==> config.mk <==
export PLATFORM = sky130hd
export DESIGN_NAME = m68k_bus_master
export DESIGN_NICKNAME = d
export VERILOG_FILES = /design/src/rtl/m68k_bus_master_pkg.sv /design/src/rtl/m68k_bus_master_sync2.sv /design/src/rtl/m68k_bus_master.sv
export SDC_FILE = /design/constraint.sdc
export NUM_CORES = 1
export LEC_CHECK = 0
export BUFFER_PORTS_ARGS = -buffer_cell sky130_fd_sc_hd__buf_4
export CAP_MARGIN = 20
export CORE_ASPECT_RATIO = 0.7
export CORE_MARGIN = 4
export CORE_UTILIZATION = 33
export CTS_BUF_LIST = sky130_fd_sc_hd__clkbuf_16
export CTS_CLUSTER_DIAMETER = 50
export CTS_CLUSTER_SIZE = 16
export DETAILED_ROUTE_END_ITERATION = 8
export SYNTH_ARGS = -nofsm -noshare
export SYNTH_HDL_FRONTEND = slang
export SYNTH_SLANG_ARGS = --single-unit
==> constraint.sdc <==
create_clock -name clk16 -period 2.2 [get_ports clk16]
set_input_delay 0.22 -clock clk16 [delete_from_list [all_inputs] [get_ports clk16]]
set_output_delay 0.22 -clock clk16 [all_outputs]
set_load 0.05 [all_outputs]
==> src/rtl/m68k_bus_master_pkg.sv <==
// m68k_bus_master_pkg: state encoding and bus constants shared by the bus master
package m68k_bus_master_pkg;
  typedef enum logic [2:0] {S_IDLE, S_ADDR, S_ASSERT, S_WAIT, S_RELEASE, S_RECOVER} state_t;
  localparam logic [1:0] BE_NONE = 2'b00;
endpackage

==> src/rtl/m68k_bus_master_sync2.sv <==
// m68k_bus_master_sync2: 2-flop synchroniser for active-low bus inputs, resets to 1
module m68k_bus_master_sync2 #(
  parameter int W = 2
) (
  input  logic         clk16,
  input  logic         rst,
  input  logic [W-1:0] d,
  output logic [W-1:0] q
);
  logic [W-1:0] m;
  always_ff @(posedge clk16 or posedge rst)
    if (rst) {q, m} <= '1;
    else     {q, m} <= {m, d};
endmodule

==> src/rtl/m68k_bus_master.sv <==
// m68k_bus_master: single-word 68000-style async bus cycle initiator for boot-mode programming
module m68k_bus_master
  import m68k_bus_master_pkg::*;
#(
  parameter int TIMEOUT_CYCLES = 64,
  parameter int CNT_W          = 7
) (
  input  logic        clk16,
  input  logic        rst,
  input  logic        req_valid,
  output logic        req_ready,
  input  logic        req_rw,
  input  logic [22:0] req_addr,
  input  logic [1:0]  req_be,
  input  logic [15:0] req_wdata,
  output logic        rsp_valid,
  output logic [15:0] rsp_rdata,
  output logic        rsp_err,
  output logic        rsp_tmo,
  output logic [22:0] a_out,
  output logic [15:0] d_out,
  output logic        d_oe,
  input  logic [15:0] d_in,
  output logic        as_n,
  output logic        uds_n,
  output logic        lds_n,
  output logic        rw,
  input  logic        dtack_n,
  input  logic        berr_n
);
  localparam logic [CNT_W-1:0] CNT_MAX = CNT_W'(TIMEOUT_CYCLES - 1);
  state_t           state;
  logic [CNT_W-1:0] cnt;
  logic             r_rw;
  logic [1:0]       r_be;
  logic             dtack_s, berr_s;
  logic             tmo_hit;
  m68k_bus_master_sync2 #(.W(2)) u_sync (
    .clk16(clk16),
    .rst  (rst),
    .d    ({berr_n, dtack_n}),
    .q    ({berr_s, dtack_s})
  );
  assign req_ready = state == S_IDLE;
  assign tmo_hit   = cnt == CNT_MAX;
  always_ff @(posedge clk16 or posedge rst)
    if (rst) begin
      state     <= S_IDLE;
      cnt       <= '0;
      r_rw      <= 1'b1;
      r_be      <= '0;
      as_n      <= 1'b1;
      uds_n     <= 1'b1;
      lds_n     <= 1'b1;
      rw        <= 1'b1;
      d_oe      <= 1'b0;
      a_out     <= '0;
      d_out     <= '0;
      rsp_valid <= 1'b0;
      rsp_err   <= 1'b0;
      rsp_tmo   <= 1'b0;
      rsp_rdata <= '0;
    end else begin
      rsp_valid <= 1'b0;
      rsp_err   <= 1'b0;
      rsp_tmo   <= 1'b0;
      // saturating counter shared by WAIT timeout and RECOVER bound
      cnt <= state inside {S_WAIT, S_RECOVER} ? cnt + CNT_W'(!tmo_hit) : '0;
      case (state)
        S_IDLE:
          if (req_valid) begin
            if (req_be == BE_NONE) begin
              rsp_valid <= 1'b1;
              rsp_err   <= 1'b1;
            end else begin
              state <= S_ADDR;
              r_rw  <= req_rw;
              r_be  <= req_be;
              a_out <= req_addr;
              rw    <= req_rw;
              d_out <= req_wdata;
              d_oe  <= !req_rw;
            end
          end
        S_ADDR: begin
          state          <= S_ASSERT;
          as_n           <= 1'b0;
          {uds_n, lds_n} <= r_rw ? ~r_be : 2'b11;
        end
        S_ASSERT: begin
          state          <= S_WAIT;
          {uds_n, lds_n} <= ~r_be;
        end
        S_WAIT:
          if (!berr_s || !dtack_s || tmo_hit) begin
            state     <= S_RELEASE;
            as_n      <= 1'b1;
            uds_n     <= 1'b1;
            lds_n     <= 1'b1;
            rsp_valid <= 1'b1;
            rsp_err   <= !berr_s || dtack_s;
            rsp_tmo   <= berr_s && dtack_s;
            if (berr_s && !dtack_s && r_rw) rsp_rdata <= d_in;
          end
        S_RELEASE: begin
          state <= S_RECOVER;
          d_oe  <= 1'b0;
          rw    <= 1'b1;
        end
        S_RECOVER:
          if ((dtack_s && berr_s) || tmo_hit) state <= S_IDLE;
        default: state <= S_IDLE;
      endcase
    end
endmodule
## Word level (Yosys, flattened, before mapping)

Cells that the tools add are included.

| storage, ports and cells | value |
|---|---|
| bits in registers | 80 |
| input bits | 63 |
| output and inout port bits | 64 |
| logic and storage cells | 78 |

| cells by class | value |
|---|---|
| add/subtract/negate cells | 1 |
| equality and inequality tests | 10 |
| muxes and demuxes | 25 |
| bitwise operators | 2 |
| reductions and logical operators | 23 |

Operators with widths:

| cell | count |
|---|---|
| 3-bit one-hot mux with 6 select lines | 1 |
| 3-bit 2-to-1 mux | 4 |
| 1-bit 2-to-1 mux | 11 |
| 1-bit one-hot mux with 2 select lines | 5 |
| 3-bit AND reduction | 3 |
| 7-bit by 1-bit adder with 7-bit output | 1 |
| 7-bit by 6-bit == test with 1-bit output, second input constant | 1 |
| 7-bit 2-to-1 mux | 1 |
| 3-bit by 2-bit == test with 1-bit output, second input constant | 2 |
| 3-bit == test, second input constant | 2 |
| 1-bit one-hot mux with 3 select lines | 2 |
| 2-bit nonzero test | 3 |
| 1-bit zero test | 4 |
| 1-bit logical OR | 4 |
| 2-bit by 1-bit inequality test with 1-bit output, second input constant | 2 |
| 2-bit inequality test, second input constant | 2 |
| 2-bit AND reduction | 2 |
| 4-bit AND reduction | 1 |
| 3-bit by 1-bit == test with 1-bit output, second input constant | 1 |
| 1-bit logical AND | 3 |
| 3-bit zero test | 1 |
| 3-bit nonzero test | 1 |
| 2-bit zero test | 1 |
| 2-bit 2-to-1 mux | 1 |
| other kinds (2) | 2 |

## Depth between registers and ports, before layout

| logic depth | value |
|---|---|
| word-level depth | 5 |
| gate-level depth with buffers | 7 |
| depth with buffers taken out | 7 |

## Modules after synthesis

Synthesis repeated with hierarchy kept, for this count alone.

| unflattened totals | value |
|---|---|
| cells, all modules | 226 |
| area total of the unflattened synthesis | 3,263.1 um^2 |

By module, submodules not included:

| module | instances | cells each | area each (um^2) | sequential area each (um^2) |
|---|---|---|---|---|
| m68k_bus_master | 1 | 221 | 3,154.3 | 1,908.1 |
| m68k_bus_master_sync2 | 1 | 5 | 108.9 | 105.1 |

## Least setup slack after synthesis

Ideal clock, no wire load.

| path | value |
|---|---|
| kind | register to register |
| from | register state[2] |
| to | register a_out[0] |
| library setup time | 0.125 ns |
| arrival | 1.812 ns |
| data required time | 2.075 ns |
| slack | 0.263 ns |
| cell stages (with the launch flop) | 7 |
| buffers on the path | 3 |
| period minus slack after synthesis | 1.937 ns |
| cells stage by stage | dfrtp_1 -> buf_4 -> nor3_4 -> nor2b_1 -> buf_4 -> buf_6 -> mux2_2 |

| on the way | value |
|---|---|
| cells in the longest elaborated chain, start to end | 2 |

Ends and longest elaborated chain:

| element | line | RTL |
|---|---|---|
| start: declaration | m68k_bus_master.sv:32 | `state_t state;` |
| start signal: assignment | m68k_bus_master.sv:48 | `state <= S_IDLE;` |
| start signal: assignment | m68k_bus_master.sv:76 | `state <= S_ADDR;` |
| start signal: assignment | m68k_bus_master.sv:86 | `state <= S_ASSERT;` |
| 3-bit zero test | n/a |  |
| named net req_ready | m68k_bus_master.sv:11 | `output logic req_ready,` |
| 3-bit AND reduction (no line) | n/a |  |
| end signal: assignment | m68k_bus_master.sv:79 | `a_out <= req_addr;` |
| end: declaration | m68k_bus_master.sv:20 | `output logic [22:0] a_out,` |

The timed path passes the listed nets, and every way through them passes these cells.
A chain may end at the register's enable or synchronous reset.

## Worst setup path in the final report

| path | value |
|---|---|
| from | register cnt[4] |
| to | register cnt[6] |

| on the way | value |
|---|---|
| cells in the longest elaborated chain, start to end | 4 |

Ends and longest elaborated chain:

| element | line | RTL |
|---|---|---|
| start: declaration | m68k_bus_master.sv:33 | `logic [CNT_W-1:0] cnt;` |
| start signal: assignment | m68k_bus_master.sv:68 | `cnt <= state inside {S_WAIT, S_RECOVER} ? cnt + CNT_W'(!tmo_hit) : '0;` |
| 7-bit by 6-bit == test with 1-bit output | m68k_bus_master.sv:45 | `assign tmo_hit = cnt == CNT_MAX;` |
| 1-bit zero test | m68k_bus_master.sv:68 |  |
| 7-bit by 1-bit adder with 7-bit output * | m68k_bus_master.sv:68 |  |
| 7-bit 2-to-1 mux * | m68k_bus_master.sv:68 |  |

Every way passes the cells marked *; elsewhere a longest branch is shown, timed or not.

==> summary.txt <==
Synthesis
  – Ys flop type: dfrtp_1
  – Number of synthesized register bits: 80
  – Main combinational cell family by area after synthesis: multiplexers
  – Commonest cells in the netlist: dfrtp_1, mux2_2, dfstp_2
  – YS warnings: 0
  – Yosys top cell area share: 0.547
  – Syn_nets: 289
  – Post-synthesis async set-or-reset flop share: 1.00
  – Count leader, synth: dfrtp_1
  – Top area cells in the synthesized netlist: dfrtp_1, mux2_2, dfstp_2, buf_6, nor3_4
  – Post-synth EDFFs: 0
  – Netlist cell types: 39
  – Post-Synth Simple-Gate Area: 0.0712
  – Dominant cell type by area after synthesis: dfrtp_1
  – Synth Area in XOR/XNOR: 0.0108
  – Post-synthesis sequential area ratio: 0.619
  – Synth Instances: 224
  – Synth Area in Adders: 0.00770
  – Syn_area_per_cell: 14.5 sq um
  – Post-synthesis mux area share: 0.210
  – Synth Area in Compound Gates: 0.0489
  – Cell Area, Synth: 3250 sq um

Routing
  – Drt initial violations: 83
  – Via-to-Cell Ratio: 4.56
  – Drt pass-1 iters: 6
  – WL final: 7.09 mm
  – DRT antenna net count: 0
  – Vias: 2241
  – DR WL/cell: 14.4 microns
  – DRC errors left: 0

Flow run
  – Max Cap Violations: 0

Clocking
  – Sink Count: 80
  – Num CTS Buffers: 9
  – Clock Latency Late Sink: 0.33 ns
  – Clock transition at the registers of the reported paths: 0.06 ns
  – Max Buffers Root-to-Sink: 2
  – Root buffer cell: clkbuf_16
  – TritonCTS clock tree: done
  – CTS HTree Levels: 3
  – CTS resizes: 0

Place
  – Post-DP HPWL: 5.20 mm
  – Routability cong.: 0.739
  – Post-place setup slack: 0.351 ns
  – I/O Buffers: 126

Setup path
  – Critical Path Start: cnt[4]$_DFF_PP0_
  – Crit Path Category: reg -> reg
  – Worst Path Required: 2.45 ns
  – Worst EP arrival: 2.10 ns
  – Worst R2R Start: cnt[4]$_DFF_PP0_
  – Crit path max fanout: 5
  – Type of element capturing the critical path: flop
  – R2r setup slk: 0.35 ns
  – Critical path launch point type: flop

Outcome
  – Status: complete, no violations

STA
  – Sum of negative setup slack: 0 ns
  – Hold violation count in the final report: 0
  – Max Slew Vio Count: 0
  – Hold slack final: 0.0112 ns
  – Clock skew: 0.00484 ns
  – Fmax: 0.539 GHz
  – RSZ-0062 raised after global routing: no
  – Final setup fails: 0
  – Slew @ Worst Pin: 0.602 ns
  – Post-route setup slack: 0.346 ns
  – Relative slew slack: 0.596
  – Final min period: 1.85 ns
  – Final Cycle Share: 0.843

Floorplan
  – Num ports: 127
  – Chip width: 127 microns
  – Initial core utilization: 0.337
  – Core Box Area: 9650 sq um
  – Row cnt: 30
  – Die Y: 91.0 microns
  – Die area: 11500 sq um

GRT
  – First-pass GRT wire length: 11.8 mm
  – Vias in the first global route: 2265
  – GRT overflow: 0
  – Total global routing track utilization: 0.128
  – Largest net degree at the start of global routing: 81
  – Initial antenna violation count: 0

Pwr
  – Final Total Pwr: 8160 uW
  – PwrDens: 1760 nW/um^2
  – Leakage: 0.00219 uW
  – Maximum VDD drop: 0.856 mV

Cells and area
  – FILL cells: 866
  – Final-stage net count: 423
  – Synth-to-Final Area Change: 43.0%
  – Ant. Diodes: 0
  – Layout cell share with drive strength beyond 1: 0.598

Min path
  – HP Class: in -> async
==> where the power goes <==
part           switching [uW]  internal, uW  leakage [uW]
Clock                     537           859      0.000149
Sequential                420          2130      0.000975
Combinational            2740          1470       0.00107
Total                    3700          4460       0.00219
==> state kept, by name, indices dropped and copies added, names as in the netlist, 2 cells and up <==
signal,flops
a_out,23
d_out,16
rsp_rdata,16
cnt,7
state,3
r_be,2
u_sync.m,2
u_sync.q,2
==> per-stage QoR <==
step / utilization / cell area (sq um) / instances
finish: 0.482 / 4650 / 491
global route: 0.482 / 4650 / 491
CTS: 0.482 / 4650 / 491
detailed placement: 0.450 / 4350 / 473
global placement: 0.450 / 4350 / 473
floorplan: - / 3250 / 224
==> layer usage <==
| metal | global-route usage | vias up | share of wire |
|---|---|---|---|
| met5 | 0 | - | 0 |
| met4 | 0.0455 | 0 | 0.016 |
| met3 | 0.0617 | 10 | 0.11 |
| met2 | 0.168 | 95 | 0.41 |
| met1 | 0.182 | 1061 | 0.47 |
| li1 | - | 1075 | - |
==> worst paths after layout <==
| kind | to | cells past startpoint |
|---|---|---|
| max reg2reg | cnt[6]$_DFF_PP0_ | 7 |
| max | cnt[6]$_DFF_PP0_ | 7 |
| min reg2reg | u_sync.q[1]$_DFF_PP1_ | 0 |
| max in group asynchronous | u_sync.m[0]$_DFF_PP1_ | 3 |
| min | a_out[15]$_DFFE_PP0P_ | 3 |
| min in group clk16 | rsp_rdata[11]$_DFFE_PP0P_ | 2 |
==> worst max-delay path, stage by stage (launching register included) <==
cell     delay, ns
dfrtp_1       0.41
and4_1        0.27
nand2_1       0.14
ha_1          0.20
ha_1          0.21
inv_1         0.06
or3_1         0.34
a21oi_1       0.14
==> what timing repair did <==
item | 4_1_cts | 5_1_grt
setup buffers | 0 | 0
endpoints found under the hold margin | 2 | 0
hold buffers | 2 | 0
setup endpoints to repair | 0 | 0
==> layout by cell type (no fill, tap or decap), types with 2 or more instances in the layout <==
| master | instances |
|---|---|
| dlygate4sd3_1 | 2 |
| nor2_1 | 7 |
| clkbuf_16 | 9 |
| buf_4 | 129 |
| or3_1 | 2 |
| nor3_4 | 2 |
| and3_1 | 2 |
| clkinv_2 | 3 |
| nand2_1 | 6 |
| nand4_1 | 2 |
| ha_1 | 2 |
| a211oi_1 | 4 |
| xor2_1 | 3 |
| buf_12 | 2 |
| mux2i_1 | 3 |
| a21oi_1 | 6 |
| nand3_1 | 6 |
| inv_1 | 6 |
| dfrtp_1 | 71 |
| nor3_1 | 2 |
| dfstp_2 | 9 |
| o21ai_0 | 6 |
| mux2_2 | 58 |
==> final cells by class <==
type                       instances  area (sq um)  area share
sequential                        80          2010       0.433
multi-input combinational        129          1140       0.246
timing repair buffer             133          1030       0.221
clock buffer                       9           225      0.0485
tap                              128           160      0.0345
clock inverter                     7          56.3      0.0121
inverter                           5          22.5     0.00485
==> cell families (layout without fill, tap and decap cells) <==
logic type,count (synthesis),in the layout
flops,80,80
simple gates,37,37
mux,61,61
compound gates,25,25
buf+inv,15,154
fa+ha+maj,2,2
xor+xnor,4,4
Power figures use the tool's default switching activity.
